### config.mk
export PLATFORM = sky130hd
export DESIGN_NAME = and_32bit_core
export DESIGN_NICKNAME = d
export VERILOG_FILES = /design/src/rtl/alu_pkg.sv /design/src/rtl/and_bitwise.sv /design/src/rtl/and_32bit_core.sv
export SDC_FILE = /design/constraint.sdc
export NUM_CORES = 1
export LEC_CHECK = 0
export ABC_AREA = 1
export BUFFER_PORTS_ARGS = -buffer_cell sky130_fd_sc_hd__buf_4
export CORE_MARGIN = 1.5
export CORE_UTILIZATION = 35
export CTS_BUF_LIST = sky130_fd_sc_hd__clkbuf_4 sky130_fd_sc_hd__clkbuf_8
export DETAILED_ROUTE_END_ITERATION = 12
export HOLD_SLACK_MARGIN = 0.12
export PLACE_DENSITY = 0.66
export SETUP_SLACK_MARGIN = 0.05
export SKIP_CTS_REPAIR_TIMING = 1
export SLEW_MARGIN = 20
export SYNTH_ARGS = -nofsm -noshare
export SYNTH_HDL_FRONTEND = slang
export SYNTH_SLANG_ARGS = --single-unit
export TNS_END_PERCENT = 5
### constraint.sdc
create_clock -name clk -period 2.35 [get_ports clk]
set_clock_uncertainty 0.05 [all_clocks]
set_input_delay 0.235 -clock clk [delete_from_list [all_inputs] [get_ports clk]]
set_output_delay 0.235 -clock clk [all_outputs]
set_load 0.02 [all_outputs]
### src/rtl/alu_pkg.sv
// Shared ALU definitions for the bitwise logic units: default width, word
// type and the zero/all-ones status flag pair.
package alu_pkg;

  localparam int ALU_WIDTH = 32;

  typedef logic [ALU_WIDTH-1:0] alu_word_t;

  typedef struct packed {
    logic zero;
    logic ones;
  } alu_flags_t;

endpackage

### src/rtl/and_bitwise.sv
// Purely combinational AND of two W-bit slices; the core instantiates one
// of these per result bit.
module and_bitwise #(
  parameter int W = 1
) (
  input  logic [W-1:0] a,
  input  logic [W-1:0] b,
  output logic [W-1:0] y
);

  assign y = a & b;

endmodule

### src/rtl/and_32bit_core.sv
// Registered bitwise-AND slice of the ALU: y = a & b one clock after an
// in_valid strobe, with zero/all-ones flags registered alongside y.
module and_32bit_core
  import alu_pkg::*;
#(
  parameter int WIDTH = ALU_WIDTH
) (
  input  logic             clk,
  input  logic             rst,
  input  logic             in_valid,
  input  logic [WIDTH-1:0] a,
  input  logic [WIDTH-1:0] b,
  output logic [WIDTH-1:0] y,
  output logic             out_valid,
  output logic             zero,
  output logic             ones
);

  // Handshake: valid-only, no ready. A beat is taken on every rising edge
  // with in_valid=1; out_valid is in_valid delayed one cycle, and y/flags
  // keep their last value while out_valid=0.

  logic [WIDTH-1:0] and_w;
  logic [WIDTH-1:0] y_q;
  logic             valid_q;
  alu_flags_t       flags_d;
  alu_flags_t       flags_q;

  for (genvar i = 0; i < WIDTH; i++) begin : g_bit
    and_bitwise #(.W(1)) u_and (
      .a (a[i]),
      .b (b[i]),
      .y (and_w[i])
    );
  end

  // Flags are reduced from the value about to be registered, so they always
  // agree with y on the following cycle.
  always_comb begin
    flags_d      = '0;
    flags_d.zero = (and_w == '0);
    flags_d.ones = (and_w == '1);
  end

  always_ff @(posedge clk) begin
    if (rst) begin
      valid_q      <= 1'b0;
      y_q          <= '0;
      flags_q.zero <= 1'b1;
      flags_q.ones <= 1'b0;
    end else begin
      valid_q <= in_valid;
      // Operands are only sampled when valid; idle cycles hold y and flags.
      if (in_valid) begin
        y_q     <= and_w;
        flags_q <= flags_d;
      end
    end
  end

  assign y         = y_q;
  assign out_valid = valid_q;
  assign zero      = flags_q.zero;
  assign ones      = flags_q.ones;

endmodule

==> results.yml <==
sta:
  drv_slew: 0
  min_period_ns: 1.668
  setup_violations: 0
  grt_setup_unrepaired: "no"
  tightest_slew_ns: 0.7611
  whs_ns: 0.2063
  hold_violations: 0
  setup_tns_ns: 0
  slew_headroom_pct: 49.21
  post-route-period-util_pct: 71.00
  fmax_mhz: 599.4
floorplanning:
  start_util_pct: 36.01
  core_area_sq_um: 3971
  die_area_sq_um: 4478
  num_rows: 23
  ioPinCount: 102
  die_h_um: 66.92
  die_x_um: 66.92
setup_path:
  crit_fanout: 32
  startpoint_type: "input port"
  cpPeakStageDelay_ns: 0.55
  critPathArrivalTime_ns: 1.84
  crit_chain: "dlygate4sd3_1, buf_4, inv_1, o21ai_0, a21oi_1"
  end_kind: "register"
  slowest_stage: "inv_1"
  critPathKind: "input port to register"
  cp.required_ns: 2.52
synth:
  ys_ff_latch: 35
  postSynthCellCount: 197
  synth_top_area_cell: "dfxtp_1"
  synth.distinct_cells: 14
  ys_seq_area_share_pct: 48.99
  syn-num-nets: 264
  synth_top_area_share_pct: 48.99
  syn_avg_cell_area_sq_um: 7.260
  yosys_warnings: 0
  ys_top_cells_by_area: "dfxtp_1 49%, nand2_1 12%, a21oi_1 12%"
  netlist_area_sq_um: 1430
cells_and_area:
  drive_gt1_share_pct: 37.58
  diodes: 0
  area_delta_synth_final_pct: 61.68
  final_cells: 348
  layout.nets: 364
  nFillCells: 416
  final_util_pct: 58.22
clocking:
  clk_latency_ns: 0.29
  htreeDepth: 2
  root_buffer: "clkbuf_8"
  cts_buffer_depth: 2
  cts_buffers: 5
  clkTransAtPathRegs_ns: 0.07
  cts_tree: "yes"
  numClockSinks: 35
outcome:
  outcome: "completed"
grt:
  antenna_found_initial: 0
  grt_pass1_wl_mm: 6.789
  grt_usage_pct: 20.74
  grt_max_degree: 38
  grt_pass1_vias: 1482
  grt_overflow: 0
route:
  wirelength_mm: 4.381
  top_layer: "met4"
  vias: 1678
  detail_route.iter0.violations: 50
  viasPerCell: 4.822
  drt-met1-wl_mm: 1.973
  wl_met2_mm: 1.984
  routed-wl-met3_um: 360
  drt_drc_violations_left: 0
  wl_per_cell_um: 12.59
  postRouteAntennaNets: 0
  first_pass_iters: 4
pwr:
  p_per_area_nw_per_um2: 598.5
  p_leak_uw: 0.001111
  vdd_drop_max_mv: 0.3142
job:
  maxCapViolCount: 0
placement:
  portBuffers: 101
  dp.cells: 339
  place_hpwl_mm: 3.396
  routabilityCongestion: 0.7924
min_path:
  hp-class: "input port to register"
cells in the final DEF (no fill, tap or decap):
cell / n
nand3_1: 3
o21ai_0: 32
nand2_1: 45
clkinv_2: 1
clkbuf_4: 2
inv_2: 1
nor3_1: 1
a21oi_2: 1
clkbuf_8: 5
dfxtp_1: 35
buf_4: 102
dlygate4sd3_1: 1
nand4_1: 9
a21oi_1: 33
nor2_1: 23
inv_1: 4
power breakdown:
group / total [uW] / internal, uW / switching [uW] / leakage, uW
combinational: 294 / 145 / 149 / 0.000772
sequential: 647 / 630 / 17.1 / 0.000290
clock: 443 / 231 / 212 / 0.0000491
Yosys cell counts:
master / instances
nand2_1: 45
dfxtp_1: 35
a21oi_1: 33
o21ai_0: 32
nor2_1: 23
nand4_1: 9
clkbuf_1: 6
inv_1: 4
buf_2: 3
nand3_1: 3
a21oi_2: 1
buf_4: 1
inv_2: 1
nor3_1: 1
worst max-delay path: cells and delay by family:
kind                   cells  cell delay, ns
buffers and inverters      3            1.24
AOI/OAI and AO/OA          2            0.36
flip-flops by register name, summed over array words and instances (netlist names):
register and cells:
ones 1, out_valid 1, y 32, zero 1
path summary, 6_finish.rpt:
path                            from                  to  slack, ns  cells past startpoint
hold / removal                 b[16]  y[16]$_SDFFE_PP0P_       0.21                      3
setup / recovery                 rst   y[1]$_SDFFE_PP0P_       0.68                      5
hold reg to reg    zero$_SDFFE_PP1P_   zero$_SDFFE_PP1P_       0.43                      2
setup reg to reg  y[31]$_SDFFE_PP0P_  y[31]$_SDFFE_PP0P_       1.65                      2
layer usage:
| layer | track usage, % | vias to the layer above |
|---|---|---|
| met4 | 8.163 | 0 |
| met1 | 26.22 | 734 |
| met2 | 32.13 | 69 |
| met5 | 0 | - |
| met3 | 7.264 | 7 |
| li1 | - | 868 |
layout make-up:
| cell class | instances | area, sq um | share of cell area (%) |
|---|---|---|---|
| Clock inverter | 1 | 5.005 | 0.2164 |
| Multi-Input combinational cell | 147 | 665.6 | 28.79 |
| Timing Repair Buffer | 103 | 775.7 | 33.55 |
| Tap cell | 50 | 62.56 | 2.706 |
| Clock buffer | 7 | 83.83 | 3.626 |
| Sequential cell | 35 | 700.7 | 30.30 |
| Inverter | 5 | 18.77 | 0.8117 |
logic make-up (layout without fill, tap and decap cells):
kind of cell	Yosys count	count (layout)	synth area share [%]
flops	35	35	48.99
buf+inv	15	116	4.461
compound gates	66	66	23.36
simple gates	81	81	23.18
through the flow:
stage               area [sq um]  setup WS (ns)  total power [uW]
finish                      2312         0.6816              1384
global route                2312         0.4046              1453
CTS                         2302          1.214              1387
detailed placement          2213         0.9161             954.2
global placement            2213         0.9580             950.0
floorplan                   1430          1.424             789.5
(Power assumes the default switching activity.)
